File: src/rtl/magnitude_estimator.sv
// Streaming complex-to-magnitude estimator (mode-selectable) with per-frame peak tracking.
// Latency 3 cycles; one global enable stalls all stages together when the output is held.
module magnitude_estimator #(
    parameter int DATA_WIDTH = 24,
    parameter int OUT_WIDTH  = DATA_WIDTH,
    parameter int TAG_WIDTH  = 10
) (
    input  logic                    clk,
    input  logic                    reset_n,
    input  logic                    i_valid,
    output logic                    o_ready,
    input  logic [2*DATA_WIDTH-1:0] i_fft_complex,
    input  logic [1:0]              i_mode,
    input  logic [TAG_WIDTH-1:0]    i_tag,
    input  logic                    i_last,
    output logic                    o_valid,
    input  logic                    i_ready,
    output logic [OUT_WIDTH-1:0]    o_magnitude,
    output logic [TAG_WIDTH-1:0]    o_tag,
    output logic                    o_last,
    output logic                    o_peak_valid,
    output logic [OUT_WIDTH-1:0]    o_peak_mag,
    output logic [TAG_WIDTH-1:0]    o_peak_tag
);
    localparam int EW = DATA_WIDTH + 2;

    logic en;
    assign en      = !o_valid || i_ready;
    assign o_ready = en;

    logic [DATA_WIDTH-1:0] re, im, re_abs, im_abs;
    assign re = i_fft_complex[2*DATA_WIDTH-1:DATA_WIDTH];
    assign im = i_fft_complex[DATA_WIDTH-1:0];
    // Unsigned negate maps the most negative input to exactly 2^(DATA_WIDTH-1).
    assign re_abs = re[DATA_WIDTH-1] ? ('0 - re) : re;
    assign im_abs = im[DATA_WIDTH-1] ? ('0 - im) : im;

    logic                  s1_vld, s1_last, s2_vld, s2_last;
    logic [1:0]            s1_mode, s2_mode;
    logic [TAG_WIDTH-1:0]  s1_tag, s2_tag;
    logic [DATA_WIDTH-1:0] s1_re, s1_im, s2_max, s2_min;

    logic [EW-1:0] mx, mn, est_a, est_b, est;
    logic [OUT_WIDTH-1:0] sat_mag;
    assign mx = {2'b00, s2_max};
    assign mn = {2'b00, s2_min};

    always_comb begin
        est_a = mx + (mn >> 3);
        est_b = mx - (mx >> 3) + (mn >> 1);
        case (s2_mode)
            2'd1:    est = mx + (mn >> 2);
            2'd2:    est = (est_a > est_b) ? est_a : est_b;
            default: est = mx + (mn >> 2) + (mn >> 3);
        endcase
    end

    assign sat_mag = (|est[EW-1:OUT_WIDTH]) ? '1 : est[OUT_WIDTH-1:0];

    always_ff @(posedge clk or negedge reset_n) begin
        if (!reset_n) begin
            s1_vld      <= 1'b0;
            s1_last     <= 1'b0;
            s1_mode     <= '0;
            s1_tag      <= '0;
            s1_re       <= '0;
            s1_im       <= '0;
            s2_vld      <= 1'b0;
            s2_last     <= 1'b0;
            s2_mode     <= '0;
            s2_tag      <= '0;
            s2_max      <= '0;
            s2_min      <= '0;
            o_valid     <= 1'b0;
            o_magnitude <= '0;
            o_tag       <= '0;
            o_last      <= 1'b0;
        end else if (en) begin
            s1_vld      <= i_valid;
            s1_last     <= i_last;
            s1_mode     <= i_mode;
            s1_tag      <= i_tag;
            s1_re       <= re_abs;
            s1_im       <= im_abs;
            s2_vld      <= s1_vld;
            s2_last     <= s1_last;
            s2_mode     <= s1_mode;
            s2_tag      <= s1_tag;
            s2_max      <= (s1_re >= s1_im) ? s1_re : s1_im;
            s2_min      <= (s1_re >= s1_im) ? s1_im : s1_re;
            o_valid     <= s2_vld;
            o_magnitude <= sat_mag;
            o_tag       <= s2_tag;
            o_last      <= s2_last;
        end
    end

    // Running peak of the current frame; strict compare keeps the earliest bin on ties.
    logic                 run_active, take;
    logic [OUT_WIDTH-1:0] run_mag, cand_mag;
    logic [TAG_WIDTH-1:0] run_tag, cand_tag;
    assign take     = !run_active || (o_magnitude > run_mag);
    assign cand_mag = take ? o_magnitude : run_mag;
    assign cand_tag = take ? o_tag : run_tag;

    always_ff @(posedge clk or negedge reset_n) begin
        if (!reset_n) begin
            run_active   <= 1'b0;
            run_mag      <= '0;
            run_tag      <= '0;
            o_peak_valid <= 1'b0;
            o_peak_mag   <= '0;
            o_peak_tag   <= '0;
        end else begin
            o_peak_valid <= 1'b0;
            if (o_valid && i_ready) begin
                if (o_last) begin
                    o_peak_valid <= 1'b1;
                    o_peak_mag   <= cand_mag;
                    o_peak_tag   <= cand_tag;
                    run_active   <= 1'b0;
                end else begin
                    run_active   <= 1'b1;
                    run_mag      <= cand_mag;
                    run_tag      <= cand_tag;
                end
            end
        end
    end
endmodule

File: config.mk
export PLATFORM = sky130hd
export DESIGN_NAME = magnitude_estimator
export DESIGN_NICKNAME = d
export VERILOG_FILES = /design/src/rtl/magnitude_estimator.sv
export SDC_FILE = /design/constraint.sdc
export NUM_CORES = 1
export LEC_CHECK = 0
export CAP_MARGIN = 20
export CORE_MARGIN = 4
export CORE_UTILIZATION = 32
export CTS_BUF_LIST = sky130_fd_sc_hd__clkbuf_4 sky130_fd_sc_hd__clkbuf_8
export DETAILED_ROUTE_END_ITERATION = 8
export PLACE_DENSITY_LB_ADDON = 0.25
export REMOVE_ABC_BUFFERS = 1
export SLEW_MARGIN = 20
export SYNTH_ARGS = -nofsm -noshare
export SYNTH_HDL_FRONTEND = slang
export SYNTH_SLANG_ARGS = --single-unit
File: constraint.sdc
create_clock -name clk -period 7.1 [get_ports clk]
set_input_delay 0.71 -clock clk [delete_from_list [all_inputs] [get_ports clk]]
set_output_delay 0.71 -clock clk [all_outputs]
set_load 0.05 [all_outputs]
# After elaboration in Yosys (flattened, before gate mapping)

Index checks and enable logic that the tools add are counted.

Bits in registers: 230
Input bits: 65
Output and inout port bits: 72
Logic and storage cells: 55

Add/sub/neg operators: 7
Order comparisons: 3
Eq/ne operators: 2
Mux-type cells: 12
Bitwise gates (word level): 1
Reduce and logical (&&, ||, !) cells: 8

Operators with widths:

| cell                                               | number |
|---|---|
| 2-to-1 mux 24 bit                                  | 6 |
| case mux 26 bit (2 select lines)                   | 1 |
| subtractor 1 x 24 -> 24 bit (first input constant) | 2 |
| adder 25 x 21 -> 26 bit                            | 1 |
| adder 25 x 24 -> 26 bit                            | 1 |
| > comparator 25 x 26 -> 1 bit                      | 1 |
| 2-to-1 mux 26 bit                                  | 1 |
| adder 24 x 21 -> 25 bit                            | 1 |
| adder 24 x 22 -> 25 bit                            | 1 |
| subtractor 24 x 21 -> 25 bit                       | 1 |
| >= comparator 24 bit                               | 1 |
| > comparator 24 bit                                | 1 |
| 2-to-1 mux 10 bit                                  | 1 |
| AND reduction 2 bit                                | 2 |
| 2-to-1 mux 1 bit                                   | 3 |
| == test 2 x 1 -> 1 bit (second input constant)     | 1 |
| == test 2 bit (second input constant)              | 1 |
| logical NOT 1 bit                                  | 2 |
| logical OR 1 bit                                   | 2 |
| OR reduction 2 bit                                 | 1 |
| logical AND 1 bit                                  | 1 |
| NOT 1 bit                                          | 1 |

# Longest topological paths before layout

Depth in word-level cells: 7
Mapped depth: 31
Depth with buffers taken out: 30

# Worst setup path after synthesis

Ideal clock, no wire load.

Path type: reg-to-reg
Start: register s2_max[5]
End: register o_magnitude[17]
Setup time: 126 ps
Arrival time: 5909 ps
Required time: 6974 ps
Setup slack: 1065 ps
Stages on the path, launching flop included: 28
Path buffers: 1
Period minus slack after synthesis: 6035 ps
Cell sequence: dfrtp_1 -> inv_1 -> ha_1 -> nor2b_1 -> o31a_1 -> o211a_1 -> nor4_1 -> o21ai_0 -> a21oi_1 -> xnor2_1 -> ha_1 -> a21o_1 -> a31o_2 -> a21o_1 -> a2111oi_0 -> xor2_1 -> ha_1 -> nand4_1 -> nor4_1 -> a21o_1 -> o31ai_1 -> a31oi_1 -> o21ai_0 -> o311ai_2 -> a22o_2 -> nand2_4 -> buf_6 -> o32a_1

Longest elaborated chain between the ends: 7
Elaborated cells between the ends (all ways): 10
Those cells by class: 5 x add/sub; 1 x order compare; 3 x mux; 1 x reduce/logical

RTL lines:

| what                               | RTL line | source |
|---|---|---|
| from (decl)                        | 41       | `logic [DATA_WIDTH-1:0] s1_re, s1_im, s2_max, s2_min;` |
| from (signal assigned)             | 89       | `s2_max <= (s1_re >= s1_im) ? s1_re : s1_im;` |
| subtractor 24 x 21 -> 25 bit       | 50       | `est_b = mx - (mx >> 3) + (mn >> 1);` |
| adder 25 x 24 -> 26 bit            | 50       |  |
| > comparator 25 x 26 -> 1 bit      | 53       | `2'd2: est = (est_a > est_b) ? est_a : est_b;` |
| 2-to-1 mux 26 bit                  | 53       |  |
| case mux 26 bit (2 select lines) * | 51       | `case (s2_mode)` |
| OR reduction 2 bit                 | 58       | `assign sat_mag = (\|est[EW-1:OUT_WIDTH]) ? '1 : est[OUT_WIDTH-1:0];` |
| 2-to-1 mux 24 bit *                | 58       |  |
| to (signal assigned)               | 92       | `o_magnitude <= sat_mag;` |
| to (decl)                          | 18       | `output logic [OUT_WIDTH-1:0] o_magnitude,` |

Mark *: on every way between the ends. The rest lies on a longest branch, timed or not.
A chain may end at the register's enable or synchronous reset.

# Worst setup path in the final report

Start: register s2_max[5]
End: register o_magnitude[13]

Same word-level chain as after synthesis.

==> results.py <==
metrics = {
    "timing": {
        "tightest_slew_ps": 1012,
        "fin_crit_sh": 0.9246,
        "finalMaxSlewViolations": 0,
        "rsz0062_at_grt": "no",
        "hold_viol": 0,
        "setup_viol": 0,
        "layout_min_cycle_time_ps": 6564,
        "fmax_ghz": 0.1523,
        "skew_ps": 33.49,
        "slew_headroom": 0.3257,
        "hold_ws_ps": 183.3,
    },
    "setup_path": {
        "required_ps": 7570,
        "crit_path_max_fanout": 23,
        "critical_path_class": "flop to flop",
        "cp.arrival_ps": 7030,
        "crit_path_end_kind": "flop",
        "worst_r2r_path_depth": 27,
        "critPathLaunchType": "flop",
    },
    "floorplan": {
        "start_util": 0.3249,
        "rows": 86,
        "die_h_um": 245.0,
        "coreArea_mm2": 0.05531,
        "ioPinCount": 137,
        "fp.dieArea_mm2": 0.06002,
        "die-width_um": 245.0,
    },
    "route": {
        "drcViolationCount": 0,
        "drt.antenna.violating_nets": 0,
        "drt-initial-drc-count": 791,
        "via_count": 15440,
        "via_per_inst": 5.173,
        "wl_per_cell_um": 17.44,
        "drt-pass1-iter-count": 5,
        "wirelength_um": 52060,
    },
    "logic_synthesis": {
        "synth.area.top_cells": "dfrtp_1 (32%), ha_1 (13%), nand2_1 (6.6%), o21ai_0 (5.9%), mux2i_1 (5.5%)",
        "synth_edf_count": 0,
        "synth_top_area_frac": 0.3189,
        "netlist_instances": 2064,
        "synth_top_cell_by_area": "dfrtp_1",
        "synth_top_flop_cell": "dfrtp_1",
        "syn_avg_cell_area_um2": 8.707,
        "yosys_warnings": 0,
        "ys_seq_area_frac": 0.3189,
        "synthArstFlopShare": 1.000,
        "ys_seq_elements": 229,
        "synth_area_mm2": 0.01797,
        "synth_cell_type_count": 80,
    },
    "placed_design": {
        "io_buffers": 136,
        "hpwl_um": 40840,
        "gp_congestion": 0.8773,
    },
    "min_path": {
        "hp-class": "input port to asynchronous set/reset pin",
    },
    "run_status": {
        "status": "finished, final reports clean",
    },
    "global_routing": {
        "grt_usage": 0.1704,
        "antenna_found_initial": 0,
        "grt_pass1_vias": 15400,
        "grt_start_max_net_pins": 111,
        "overflow": 0,
        "grt_pass1_wl_um": 83120,
    },
    "clocking": {
        "clkTransAtPathRegs_ps": 60,
        "clk_latency_ps": 600,
        "cts_tree": "built",
        "cts_inserted_buffers": 44,
        "cts_root_buffer": "clkbuf_8",
        "cts_buffer_depth": 3,
        "cts_max_level": 2,
        "cts_sinks": 229,
        "cts_hold_buf": 0,
    },
    "cells_and_area": {
        "areaGrowthSynthToFinish_pct": 18.66,
        "drive_gt1_frac": 0.08098,
        "fin_nets": 2458,
    },
    "job": {
        "cap_viol_max_count": 0,
    },
}
-- critical path, cell delays in order, from the launching register on --
cell	delay, ps
dfrtp_1	470
inv_1	70
ha_1	330
nor2b_1	160
o31a_1	300
or2_2	310
a21o_1	180
a21o_1	170
a21oi_1	170
xnor2_1	200
ha_1	350
nand2_1	100
nand3_1	90
nor2b_1	120
a22o_1	310
o21ai_1	190
a31oi_1	240
xor2_1	370
ha_1	340
a21oi_1	120
o21ai_0	100
a221oi_1	360
a31oi_2	160
buf_4	170
o311ai_2	210
a22o_2	230
nand2_4	170
o32a_1	450
-- placed cells by master (no fill, tap or decap), types with 16 or more instances in the layout --
master / count
mux2_2: 34
a21o_1: 55
inv_1: 122
ha_1: 189
nor2b_1: 16
a21oi_1: 120
nor2_1: 75
nand2b_1: 19
clkbuf_8: 57
dfrtp_1: 229
a211oi_1: 19
mux2i_1: 98
clkdlybuf4s50_1: 135
xnor2_1: 69
buf_4: 25
o21a_1: 22
nand2_1: 315
o21ai_0: 211
xor2_1: 66
nor3_1: 23
nand3_1: 26
-- final timing paths --
kind / slack (ps) / from / endpoint
setup / recovery: 540 / s2_max[5]$_DFFE_PN0P_ / o_magnitude[13]$_DFFE_PN0P_
min in group clk: 460 / s2_vld$_DFFE_PN0P_ / s2_vld$_DFFE_PN0P_
hold reg to reg: 460 / s2_vld$_DFFE_PN0P_ / s2_vld$_DFFE_PN0P_
hold / removal: 180 / reset_n / s1_re[23]$_DFFE_PN0P_
setup reg to reg: 540 / s2_max[5]$_DFFE_PN0P_ / o_magnitude[13]$_DFFE_PN0P_
max in group asynchronous: 5350 / reset_n / o_peak_mag[0]$_DFFE_PN0P_
-- Yosys cell counts, types with 9 or more instances --
| library cell | instances |
|---|---|
| nor3_1 | 23 |
| buf_1 | 9 |
| mux2i_1 | 98 |
| mux2_2 | 34 |
| o211ai_1 | 15 |
| nand2_1 | 315 |
| xnor2_1 | 69 |
| xor2_1 | 66 |
| o21bai_1 | 14 |
| clkbuf_1 | 56 |
| a31oi_1 | 15 |
| and3_1 | 10 |
| dfrtp_1 | 229 |
| nor2b_1 | 19 |
| nand4_1 | 15 |
| inv_1 | 122 |
| o22a_1 | 15 |
| a22oi_1 | 10 |
| or3_1 | 11 |
| nor2_1 | 75 |
| a21oi_1 | 122 |
| nand2b_1 | 19 |
| a21o_1 | 55 |
| a211oi_1 | 19 |
| nand3_1 | 27 |
| o21a_1 | 22 |
| o31ai_1 | 14 |
| o21ai_1 | 12 |
| o21ai_0 | 213 |
| ha_1 | 189 |
-- cell type report --
cell class	instances	area [um^2]
Antenna cell	2	5.005
Inverter	125	470.5
Sequential cell	229	5731
Clock buffer	68	867.1
Fill cell	5717	33980
Clock inverter	14	193.9
Multi-Input combinational cell	1637	11550
Timing Repair Buffer	162	1574
Tap cell	748	935.9
-- flip-flops by register name, summed over array words and instances, names as in the netlist, 2 cells and up --
name         count
o_magnitude     24
o_peak_mag      24
run_mag         24
s1_im           24
s1_re           24
s2_max          24
s2_min          23
o_peak_tag      10
o_tag           10
run_tag         10
s1_tag          10
s2_tag          10
s1_mode          2
s2_mode          2
-- what timing repair did --
action | in CTS | in global routing
gates resized for setup | 0 | 10
buffers inserted | 0 | 2
endpoints found under the setup margin | 0 | 24
-- per-stage QoR --
| step | utilization | instances | setup slack (ps) | instance area [um^2] | TNS [ps] |
|---|---|---|---|---|---|
| 5_1_grt | 0.3855 | 2983 | 38.27 | 21320 | 0 |
| 3_5_place_dp | 0.3654 | 2899 | 170.4 | 20210 | 0 |
| 6_report | 0.3856 | 2985 | 535.7 | 21320 | 0 |
| 2_1_floorplan | - | 1991 | -3713 | 17670 | -309270 |
| 3_3_place_gp | 0.3654 | 2899 | 221.2 | 20210 | 0 |
| 4_1_cts | 0.3845 | 2981 | 133.5 | 21270 | 0 |
-- routing by layer --
| metal | part of all wire | vias up | routed length (um) | track usage |
|---|---|---|---|---|
| met3 | 0.043 | 75 | 2259 | 0.02338 |
| met4 | 0.026 | 0 | 1328 | 0.04917 |
| met5 | 0 | - | 0 | 0 |
| met2 | 0.44 | 352 | 23030 | 0.2735 |
| met1 | 0.49 | 7296 | 25440 | 0.2405 |
| li1 | - | 7718 | - | - |
-- cells by family (layout without fill, tap and decap cells) --
logic type | after synthesis | after routing | synth area share
other cells | 0 | 2 | 0
flops | 229 | 229 | 0.3189
simple gates | 563 | 563 | 0.1418
xor+xnor | 135 | 135 | 0.06579
compound gates | 613 | 613 | 0.2174
fa+ha+maj | 194 | 194 | 0.1372
mux | 132 | 132 | 0.07589
buf+inv | 198 | 369 | 0.04310
Power is not shown: default switching activity piles up to over one toggle a cycle in this logic, so the estimate is an artifact.
